===== src/rtl/tick_timer_pkg.sv =====
// tick_timer_pkg: shared types and divider constants for the tick timer scheduler
package tick_timer_pkg;
  typedef enum logic [1:0] {CH_IDLE, CH_RUN, CH_HOLD} ch_state_t;
  localparam int CLK_DIV_HW = 50_000_000;
  localparam int CLK_DIV_SIM = 4;
endpackage


===== src/rtl/tick_timer_sched_timer_channel.sv =====
// timer_channel: one countdown channel driven by the shared tick, with hold, retrigger and cancel
module timer_channel import tick_timer_pkg::*; #(
  parameter int CNT_W = 8
) (
  input  logic             clk_100MHz,
  input  logic             reset_n,
  input  logic             start,
  input  logic             cancel,
  input  logic             hold,
  input  logic             tick,
  input  logic [CNT_W-1:0] duration,
  output logic             busy,
  output logic             done
);
  ch_state_t state;
  logic [CNT_W-1:0] remaining;
  assign busy = state != CH_IDLE;
  always_ff @(posedge clk_100MHz or negedge reset_n) begin
    if (!reset_n) begin
      state <= CH_IDLE;
      remaining <= '0;
      done <= 1'b0;
    end else begin
      done <= 1'b0;
      if (cancel) begin
        state <= CH_IDLE;
        remaining <= '0;
      end else if (start) begin
        remaining <= duration;
        state <= duration == '0 ? CH_IDLE : CH_RUN;
        done <= duration == '0;
      end else if (state == CH_RUN && hold) begin
        state <= CH_HOLD;
      end else if (state == CH_HOLD && !hold) begin
        state <= CH_RUN;
      end else if (state == CH_RUN && tick) begin
        remaining <= remaining - CNT_W'(1);
        if (remaining == CNT_W'(1)) begin
          state <= CH_IDLE;
          done <= 1'b1;
        end
      end
    end
  end
endmodule


===== src/rtl/tick_timer_sched.sv =====
// tick_timer_sched: one prescaler shared by NUM_CH countdown channels through a single-cycle tick
module tick_timer_sched import tick_timer_pkg::*; #(
  parameter int CLK_DIV = CLK_DIV_HW,
  parameter int NUM_CH = 2,
  parameter int CNT_W = 8
) (
  input  logic                    clk_100MHz,
  input  logic                    reset_n,
  input  logic [NUM_CH-1:0]       start,
  input  logic [NUM_CH-1:0]       cancel,
  input  logic [NUM_CH-1:0]       hold,
  input  logic [NUM_CH*CNT_W-1:0] duration,
  output logic [NUM_CH-1:0]       busy,
  output logic [NUM_CH-1:0]       done,
  output logic                    tick
);
  logic [31:0] presc;
  logic presc_max;
  logic any_busy;
  assign any_busy = |busy;
  assign presc_max = presc == 32'(CLK_DIV - 1);
  assign tick = any_busy && presc_max;
  // Idle parks the prescaler at zero, so the first start always gets a full first tick period
  always_ff @(posedge clk_100MHz or negedge reset_n) begin
    if (!reset_n) presc <= '0;
    else presc <= (!any_busy || presc_max) ? '0 : presc + 32'd1;
  end
  for (genvar i = 0; i < NUM_CH; i++) begin : g_ch
    timer_channel #(.CNT_W(CNT_W)) u_ch (
      .clk_100MHz(clk_100MHz),
      .reset_n(reset_n),
      .start(start[i]),
      .cancel(cancel[i]),
      .hold(hold[i]),
      .tick(tick),
      .duration(duration[i*CNT_W +: CNT_W]),
      .busy(busy[i]),
      .done(done[i])
    );
  end
endmodule


===== config.mk =====
export PLATFORM = sky130hd
export DESIGN_NAME = tick_timer_sched
export DESIGN_NICKNAME = d
export VERILOG_FILES = /design/src/rtl/tick_timer_pkg.sv /design/src/rtl/tick_timer_sched_timer_channel.sv /design/src/rtl/tick_timer_sched.sv
export SDC_FILE = /design/constraint.sdc
export NUM_CORES = 1
export LEC_CHECK = 0
export BUFFER_PORTS_ARGS = -buffer_cell sky130_fd_sc_hd__clkbuf_2
export CAP_MARGIN = 20
export CORE_ASPECT_RATIO = 1.25
export CORE_MARGIN = 3
export CORE_UTILIZATION = 67
export CTS_BUF_LIST = sky130_fd_sc_hd__clkbuf_4 sky130_fd_sc_hd__clkbuf_8
export CTS_CLUSTER_SIZE = 28
export DETAILED_ROUTE_END_ITERATION = 8
export PLACE_DENSITY = 0.88
export SYNTH_ARGS = -nofsm -noshare
export SYNTH_HDL_FRONTEND = slang
export SYNTH_SLANG_ARGS = --single-unit
export TNS_END_PERCENT = 10

===== constraint.sdc =====
create_clock -name clk_100MHz -period 3.1 [get_ports clk_100MHz]
set_input_delay 0.775 -clock clk_100MHz [delete_from_list [all_inputs] [get_ports clk_100MHz]]
set_output_delay 0.775 -clock clk_100MHz [all_outputs]
set_load 0.005 [all_outputs]

==> metrics.cfg <==
[final_layout]
syn2layout_area_growth_pct=7.29
fin_nets=408
drive_gt1_share_pct=15.6
n_antenna_cell=0

[logic_synthesis]
synth.most_common_cell=nor2_1
seq_area_frac_synth_pct=41.0
async_flop_share_pct=100
synth_flop_cell=dfrtp_1
synth_area_per_cell_um2=9.23
synth_fp_nets=386
synth_area_leaders=dfrtp_1 41%, nor2_1 6.3%, xnor2_1 5.6%
ys_warn_count=0
syn_area_um2=3290
yosysUniqueCellTypes=56
ys_top_cells_by_count=55 x nor2_1, 54 x dfrtp_1, 21 x xnor2_1, 20 x nand2_1, 19 x nand4_1
yosys.area.top_type_share_pct=41.0
synth_edf_count=0
yosys.area.top_type=dfrtp_1
ys_ff_latch=54
postSynthCellCount=357

[pwr]
p_sw_share_pct=26.7
peakVddDrop_mv=0.362
p_int_uw=953
leakagePower_uw=0.00145
p_seq_share_pct=58.3
powerDensity_nw_per_um2=368
total_power_uw=1300
p_clk_share_pct=29.4
combPwrFrac_pct=12.3
p_switching_uw=348

[timing]
fmax_ghz=0.348
setup_ws_ns=0.230
hold_viol=0
worstMarginPinSlew_ns=0.735
slew_violations=0
period_needed_ns=2.87
rsz0062_at_grt=false
relSlewSlack_pct=50.5
worst_clock_skew_ns=0.0184
finalSetupViolCount=0
timing.setup.tns_ns=0
fin_crit_sh_pct=92.6

[grt]
grt-ovfl-total=0
use_met1_pct=32.9
use_met2_pct=48.0
grt_max_degree=33
antenna_found_initial=0
busiest_layer=met2
grt_pass1_vias=2768
global_route.usage.met3_pct=4.28
grt_first_pass_wirelength_mm=12.3
grt_usage_pct=27.3

[die]
core-area_um2=4560
initial_utilization_pct=72.2
num_io_pins=29
chipHeight_um=84.4
num_rows=27
die_x_um=68.7
dieArea_um2=5800

[clock_tree]
clock_latency_ns=0.31
cts_inserted_buffers=5
cts_tree=done
postCtsSetupRepairBufs=0
cts_resized=0
h-tree-depth=2
clock-sinks=54
clk_path_buf_depth=2
clkTransAtPathRegs_ns=0.10
cts-hold-fix-buffers=0
cts-root-buf=clkbuf_8

[setup_path]
worstPathMaxFanout=13
critical_path.cell_chain=nand3_2 > or4_4 > nor4_1 > clkbuf_2
reg2reg_depth=6
worstSetupStartpointType=flip-flop
rr_endpoint=presc[27]
critPathCaptureType=output port
path_class=reg2out
max_stage_delay_ns=0.69
crit_buf_inv=1
worstReg2RegStart=presc[19]
cp_slowest_cell=or4_4
rrSetupSlack_ns=0.71
cp.arrival_ns=2.09
critPathTopFamily=simple AND/OR/NAND/NOR gates
required_ns=2.32

[detailed_routing]
viasPerCell=6.35
drt_iter0_drc=180
wl_per_cell_um=17.0
drc=0
first_pass_iters=4
routed_wirelength_mm=7.42
vias=2773
ant_nets=0

[run]
maxCapViolCount=0

[outcome]
status=completed

[worst_hold_path]
holdCritPathClass=in2async

[place]
place_hpwl_mm=5.57
port_buffers=28
gp_congestion=0.876
place_ws_ns=0.542

-- power groups by stage --
stage                     Clock [µW]  Sequential [µW]  Combinational [µW]
after CTS                        395              758                 160
final                            382              758                 160
after global placement             0              769                 153
after floorplan                    0              764                 105
after global routing             421              763                 180
after detailed placement           0              772                 158
-- kinds of logic after synthesis --
| kind of cell | after synthesis | share of synthesized area [%] |
|---|---|---|
| compound gates | 42 | 9.04 |
| simple gates | 183 | 32.8 |
| flops | 54 | 41.0 |
| mux | 3 | 0.912 |
| xor+xnor | 36 | 9.57 |
| buf+inv | 34 | 4.79 |
| fa+ha+maj | 5 | 1.90 |
-- metrics by stage --
stage | hold WS [ns] | std cells | util (%) | area (µm²)
3_3_place_gp | 0.511 | 430 | 75.7 | 3450
4_1_cts | 0.374 | 437 | 77.5 | 3530
5_1_grt | 0.386 | 437 | 77.5 | 3530
3_5_place_dp | 0.530 | 430 | 75.7 | 3450
6_report | 0.377 | 437 | 77.5 | 3530
2_1_floorplan | 0.479 | 357 | - | 3290
-- registers in the layout, summed over array words and instances (netlist names) --
| name | cells |
|---|---|
| g_ch.u_ch.remaining | 16 |
| g_ch.u_ch.done | 2 |
| g_ch.u_ch.state | 4 |
| presc | 32 |
-- worst reg2reg max path: stages, from the launching register on --
cell and delay, ns:
dfrtp_1 0.45, nand3_2 0.12, or4_4 0.69, nor3_2 0.43, or2_1 0.16, buf_4 0.31, nor2_1 0.10
-- cells in the final DEF, fill, tap and decap left out, types with 4 or more instances in the layout --
cell type,count
xnor2_1,21
clkbuf_2,28
o21ai_0,5
nand2_1,20
xor2_1,15
buf_4,6
dfrtp_1,54
a211oi_1,9
clkbuf_8,5
a21oi_1,9
and3_1,5
ha_1,5
nor2_1,55
nor4_2,4
inv_1,15
nor4b_1,4
and4_1,5
nor3_1,13
nand4_1,19
nand3_1,12
nor4_1,11
nor3b_1,4
-- cell type report --
class                   instances  area [µm²]
multi-input cells             269        1790
flip-flops and latches         54        1350
fillers                       307        1030
repair buffers                 34         185
clock buffers                   6        76.3
well taps                      58        72.6
inverters                      15        56.3
clock inverters                 1        7.51
-- layer usage --
layer | wire [µm] | vias up
li1 | - | 1332
met1 | 3000 | 1331
met2 | 3960 | 89
met3 | 309 | 21
met4 | 150 | 0
met5 | 0 | -
-- worst max path at each step --
stage          endpoint  cells after the start  startpoint
2_1_floorplan      tick                      4   presc[19]
3_3_place_gp       tick                      4   presc[19]
3_5_place_dp       tick                      4   presc[19]
4_1_cts            tick                      4   presc[19]
5_1_grt            tick                      4   presc[19]
6_report           tick                      4   presc[19]
No activity file was read; power rests on OpenSTA's default activity.
